===== src/rtl/uart_rx_subsystem.sv =====
// ============================================================================
// Module   : uart_rx_subsystem
// Brief    : Baud-tick generator, 16x-oversampling UART receiver and an
//            inferred FWFT receive FIFO with sticky error flags.
//            Optional parity check enabled by defining UART_PARITY_EN.
// Revision : 1.0  initial release
// ============================================================================
`default_nettype none

module uart_rx_subsystem #(
  parameter int DBIT    = 8,
  parameter int SB_TICK = 16,
  parameter int ADDR_W  = 4,
  parameter int TV_W    = 11
) (
  input  logic              clk,
  input  logic              rst,
  input  logic              rx,
  input  logic [TV_W-1:0]   TIMER_FINAL_VALUE,
  input  logic              parity_odd,
  input  logic              rd_uart,
  output logic [DBIT-1:0]   r_data,
  output logic              rx_empty,
  output logic              rx_full,
  output logic [ADDR_W:0]   fifo_count,
  output logic              frame_err,
  output logic              parity_err,
  output logic              overrun,
  input  logic              clr_err
);

  localparam int              c_DEPTH     = 2**ADDR_W;
  localparam logic [ADDR_W:0] c_DEPTH_CNT = (ADDR_W+1)'(c_DEPTH);
  localparam logic [5:0]      c_S_STOP    = 6'(SB_TICK-1);
  localparam logic [3:0]      c_N_LAST    = 4'(DBIT-1);

  typedef enum logic [2:0] {
    ST_IDLE   = 3'd0,
    ST_START  = 3'd1,
    ST_DATA   = 3'd2,
    ST_PARITY = 3'd3,
    ST_STOP   = 3'd4
  } state_t;

  // ---------------- baud tick generator ----------------
  logic [TV_W-1:0] r_baud_cnt;
  logic            w_tick;

  // Equality compare: a counter already past a new, smaller final value
  // free-runs to its maximum and wraps naturally.
  assign w_tick = (r_baud_cnt == TIMER_FINAL_VALUE);

  always_ff @(posedge clk or posedge rst) begin
    if (rst)         r_baud_cnt <= '0;
    else if (w_tick) r_baud_cnt <= '0;
    else             r_baud_cnt <= r_baud_cnt + TV_W'(1);
  end

  // ---------------- rx synchroniser ----------------
  logic r_rx_meta, r_rx_sync;

  always_ff @(posedge clk or posedge rst) begin
    if (rst) begin
      r_rx_meta <= 1'b1;
      r_rx_sync <= 1'b1;
    end else begin
      r_rx_meta <= rx;
      r_rx_sync <= r_rx_meta;
    end
  end

  // ---------------- receiver FSM ----------------
  state_t          r_state;
  logic [5:0]      r_s;
  logic [3:0]      r_n;
  logic [DBIT-1:0] r_shift;
  logic            r_armed;
  logic            r_push;
  logic            r_frame_err;
  logic            r_parity_err;

  always_ff @(posedge clk or posedge rst) begin
    if (rst) begin
      r_state      <= ST_IDLE;
      r_s          <= '0;
      r_n          <= '0;
      r_shift      <= '0;
      r_armed      <= 1'b0;
      r_push       <= 1'b0;
      r_frame_err  <= 1'b0;
      r_parity_err <= 1'b0;
    end else begin
      r_push <= 1'b0;
      // Clear first so a same-cycle set below takes priority.
      if (clr_err) begin
        r_frame_err  <= 1'b0;
        r_parity_err <= 1'b0;
      end
      case (r_state)
        ST_IDLE: begin
          if (r_rx_sync) begin
            r_armed <= 1'b1;
          end else if (r_armed) begin
            r_state <= ST_START;
            r_s     <= '0;
          end
        end
        ST_START: begin
          if (w_tick) begin
            if (r_s == 6'd7) begin
              if (!r_rx_sync) begin
                r_state <= ST_DATA;
                r_s     <= '0;
                r_n     <= '0;
              end else begin
                r_state <= ST_IDLE;
              end
            end else begin
              r_s <= r_s + 6'd1;
            end
          end
        end
        ST_DATA: begin
          if (w_tick) begin
            if (r_s == 6'd15) begin
              r_s     <= '0;
              r_shift <= {r_rx_sync, r_shift[DBIT-1:1]};
              if (r_n == c_N_LAST) begin
`ifdef UART_PARITY_EN
                r_state <= ST_PARITY;
`else
                r_state <= ST_STOP;
`endif
              end else begin
                r_n <= r_n + 4'd1;
              end
            end else begin
              r_s <= r_s + 6'd1;
            end
          end
        end
`ifdef UART_PARITY_EN
        ST_PARITY: begin
          if (w_tick) begin
            if (r_s == 6'd15) begin
              if (r_rx_sync != ((^r_shift) ^ parity_odd))
                r_parity_err <= 1'b1;
              r_state <= ST_STOP;
              r_s     <= '0;
            end else begin
              r_s <= r_s + 6'd1;
            end
          end
        end
`endif
        ST_STOP: begin
          if (w_tick) begin
            if (r_s == c_S_STOP) begin
              if (!r_rx_sync) r_frame_err <= 1'b1;
              r_push  <= 1'b1;
              r_armed <= 1'b0;
              r_state <= ST_IDLE;
            end else begin
              r_s <= r_s + 6'd1;
            end
          end
        end
        default: r_state <= ST_IDLE;
      endcase
    end
  end

`ifdef UART_PARITY_EN
  assign parity_err = r_parity_err;
`else
  logic w_unused_parity;
  assign w_unused_parity = parity_odd ^ r_parity_err;
  assign parity_err      = 1'b0;
`endif
  assign frame_err = r_frame_err;

  // ---------------- receive FIFO ----------------
  logic [DBIT-1:0]   r_mem [c_DEPTH];
  logic [ADDR_W-1:0] r_wptr, r_rptr;
  logic [ADDR_W:0]   r_count;
  logic              r_overrun;
  logic              w_full, w_empty, w_pop, w_wr;

  assign w_full  = (r_count == c_DEPTH_CNT);
  assign w_empty = (r_count == '0);
  assign w_pop   = rd_uart & ~w_empty;
  assign w_wr    = r_push & (~w_full | w_pop);

  always_ff @(posedge clk) begin
    if (w_wr) r_mem[r_wptr] <= r_shift;
  end

  always_ff @(posedge clk or posedge rst) begin
    if (rst) begin
      r_wptr    <= '0;
      r_rptr    <= '0;
      r_count   <= '0;
      r_overrun <= 1'b0;
    end else begin
      if (w_wr)  r_wptr <= r_wptr + ADDR_W'(1);
      if (w_pop) r_rptr <= r_rptr + ADDR_W'(1);
      case ({w_wr, w_pop})
        2'b10:   r_count <= r_count + (ADDR_W+1)'(1);
        2'b01:   r_count <= r_count - (ADDR_W+1)'(1);
        default: r_count <= r_count;
      endcase
      if (clr_err) r_overrun <= 1'b0;
      if (r_push && w_full && !rd_uart) r_overrun <= 1'b1;
    end
  end

  assign r_data     = w_empty ? '0 : r_mem[r_rptr];
  assign rx_empty   = w_empty;
  assign rx_full    = w_full;
  assign fifo_count = r_count;
  assign overrun    = r_overrun;

endmodule

`default_nettype wire


===== config.mk =====
export PLATFORM = sky130hd
export DESIGN_NAME = uart_rx_subsystem
export DESIGN_NICKNAME = d
export VERILOG_FILES = /design/src/rtl/uart_rx_subsystem.sv
export SDC_FILE = /design/constraint.sdc
export NUM_CORES = 1
export LEC_CHECK = 0
export ABC_AREA = 1
export CAP_MARGIN = 10
export CORE_MARGIN = 4
export CORE_UTILIZATION = 29
export DETAILED_ROUTE_END_ITERATION = 8
export PLACE_DENSITY_LB_ADDON = 0.25
export SYNTH_ARGS = -nofsm -noshare
export SYNTH_HDL_FRONTEND = slang
export SYNTH_SLANG_ARGS = --single-unit

===== constraint.sdc =====
create_clock -name clk -period 3.9 [get_ports clk]
set_input_delay 0.39 -clock clk [delete_from_list [all_inputs] [get_ports clk]]
set_output_delay 0.39 -clock clk [all_outputs]
set_load 0.05 [all_outputs]

==> results.toml, run 1 <==
[status]
status = "finished clean"

[worst_hold_path]
hp-start = "rx"
min_path_type = "primary input to flop"
holdPathEnd = "r_rx_meta"
whs_path_depth = 1

[cts]
clkLatencyLatePin_ns = 0.45
root_buffer = "clkbuf_16"
htreeDepth = 4
cts_max_path_buffers = 2
cts.clk_slew.worst_paths_ns = 0.07
cts_tree = "yes"
clock-sinks = 179
cts_made_buffers = 17
cts_hold_buf = 0
cts_resized = 0
post_cts_buffers = 0

[routing]
ant_nets = 0
dr.pass1.iters = 4
num_vias = 5253
drcViolationCount = 0
routed_wl_microns = 18400
avgRoutedWirePerCell_microns = 16.5
avgViaCountPerCell = 4.73
drt-initial-drc-count = 370

[setup_path]
startpoint_type = "flop"
crit_chain = "inv_2 > buf_4 > o21ai_0 > o221ai_1 > nand3_1 > a21oi_1 > clkdlybuf4s50_1"
slowest_stage = "clkdlybuf4s50_1"
critPathMaxFanout = 35
worst_setup_path_end_kind = "primary output"
required_ns = 3.51
path_buf_inv = 3
critPathTopFamily = "buffers and inverters"
timing_worst_setup_path_type = "flop to primary output"
rr_startpoint = "fifo_count[2]"
r2r_slack_ns = 1.51
arrival_ns = 3.12
rr_worst_depth = 6
cpPeakStageDelay_ns = 0.83
timing.rr.end = "r_mem[10][5]"

[power]
combPwrFrac_pct = 34.1
ir_drop_v = 0.000284
p_sw_w = 0.00244
p_leak_nw = 3.52
clock_power_share_pct = 28.6
sequentialPowerShare_pct = 37.3
internal-power_w = 0.00382
power.density_nw_per_um2 = 674
switching_share_pct = 39.0

[layout]
area_growth_pct = 17.2
nNetsFinal = 783
num_antenna_cells = 0
layout_commonest_cell = "edfxtp_1"
final_cell_mix = "edfxtp_1, nor2_1, nand2_1, o21ai_0, inv_1"
final_util_pct = 34.5
drive_above_1_share_pct = 13.7

[sta]
fin_crit_ns = 3.51
fin_setup_tns_ns = 0
slew_headroom_pct = 42.2
rsz0062_at_grt = "no"
setup-violations-final = 0
finClkSkew_ns = 0.0228
fmax_ghz = 0.285
tightest_slew_ns = 0.864
fin_crit_sh_pct = 90.1
slew_viol_final = 0
hold_viol_final = 0

[placed_design]
io_buffers = 32
gp_congestion = 0.801
place_hpwl_microns = 11900

[logic_synthesis]
synth_seq_cells = 179
synthMuxAreaShare_pct = 0
yosys.area_share.simple_pct = 14.7
synthCells = 713
ys_types = 46
synth_seq_area_share_pct = 64.6
synth_area_leader_cell = "edfxtp_1"
avgSynthCellArea_sq_um = 11.1
synth_area_sq_um = 7930
synthArstFlopShare_pct = 28.5
yosys_warnings = 0
yosysTopAreaCellShare_pct = 48.5
synth-compound-area-share_pct = 12.2
ys.flop_type = "edfxtp_1"
synthXorXnorAreaFrac_pct = 2.21
synth-adder-area-share_pct = 1.58
synth_top_family_by_area = "simple AND/OR/NAND/NOR gates"
ys_top_cells_by_area = "edfxtp_1, dfrtp_1, nor2_1, o21ai_0, nand2_1"
synth_edf_count = 128
synth_fp_nets = 740

[floorplanning]
core_sq_um = 27000
dieArea_sq_um = 30000
initial_core_util_pct = 29.4
pin_count = 35
die_y_microns = 173
fp.dieW_microns = 173
core.rowCount = 60

[flow_run]
maxCapViolations = 0

[grt]
grt_pass1_vias = 5204
grt_max_degree = 36
track_usage_pct = 12.6
antenna_found_initial = 0
grt_pass1_wl_microns = 29700
overflow = 0
final cells by class:
type | instances | area (sq um)
Tap cell | 341 | 427
Multi-Input combinational cell | 446 | 2430
Clock buffer | 18 | 429
Inverter | 61 | 231
Clock inverter | 14 | 185
Timing Repair Buffer | 51 | 458
Fill cell | 2670 | 17700
Sequential cell | 179 | 5120
flip-flops by register name, indices dropped and copies added, names as in the netlist:
register and cells:
r_state 3, frame_err 1, fifo_count 5, r_n 4, r_rx_sync 1, overrun 1, r_mem 128, r_rx_meta 1
r_armed 1, r_rptr 4, r_push 1, r_s 6, r_baud_cnt 11, r_wptr 4, r_shift 8
worst reg2reg max path, delay by kind of cell, from the launching register on:
family | cells | cell delay, ns
AO/OA/AOI/OAI | 1 | 0.39
AND/OR/NAND/NOR | 5 | 1.17
flip-flops | 1 | 0.44
cells by family after synthesis:
group                      after synthesis
buffers and inverters                   88
xor gates and xnor gates                20
DFF                                    179
and+or+nand+nor                        261
adders and majority gates               10
other                                    1
AOI/OAI and AO/OA                      154
synth_stat cells, drive strengths merged, types with 9 or more instances:
master,instances
ha,10
o21ai,89
edfxtp,128
o221ai,28
a21oi,25
nor2,114
nand2,81
buf,10
inv,58
xnor2,9
clkbuf,17
nand3,46
dfrtp,49
xor2,11
through the flow:
stage	hold slack, ns	cells	worst slack (ns)	total power, W	area [sq um]
2_1_floorplan	0.345	713	1.08	0.00379	7930
3_3_place_gp	0.346	1078	0.832	0.00452	8670
3_5_place_dp	0.347	1078	0.844	0.00452	8670
4_1_cts	0.346	1110	0.366	0.00632	9290
5_1_grt	0.346	1110	0.150	0.00664	9290
6_report	0.354	1110	0.387	0.00626	9290
metal layers:
layer	routed length, microns	GRT usage (%)	vias up
li1	-	-	2597
met1	8800	17.4	2535
met2	8420	19.6	98
met3	840	2.81	23
met4	282	4.69	0
met5	0	0	-
worst max-delay path by stage:
stage | from | end | slack (ns) | depth (start not counted)
after floorplan | fifo_count[0] | r_data[0] | 1.08 | 4
after global placement | r_rptr[0] | r_data[4] | 0.83 | 7
after global routing | r_rptr[0] | r_data[4] | 0.15 | 7
after CTS | r_rptr[1] | r_data[4] | 0.37 | 7
after detailed placement | r_rptr[1] | r_data[4] | 0.84 | 7
final | r_rptr[0] | r_data[4] | 0.39 | 7
power groups by stage:
stage	clock [W]	sequential (W)	combinational [W]
6_report	0.00179	0.00233	0.00213
5_1_grt	0.00192	0.00236	0.00236
4_1_cts	0.00183	0.00233	0.00216
3_5_place_dp	0	0.00237	0.00215
3_3_place_gp	0	0.00238	0.00214
2_1_floorplan	0	0.00234	0.00145
No activity file was read; power rests on OpenSTA's default activity.
==> run 2, diff against run 1 <==
Settings changed: CAP_MARGIN 10 to 20.
==> results of run 2 <==
Same layout as run 1: the final DEF is identical, and so are final timing and power.
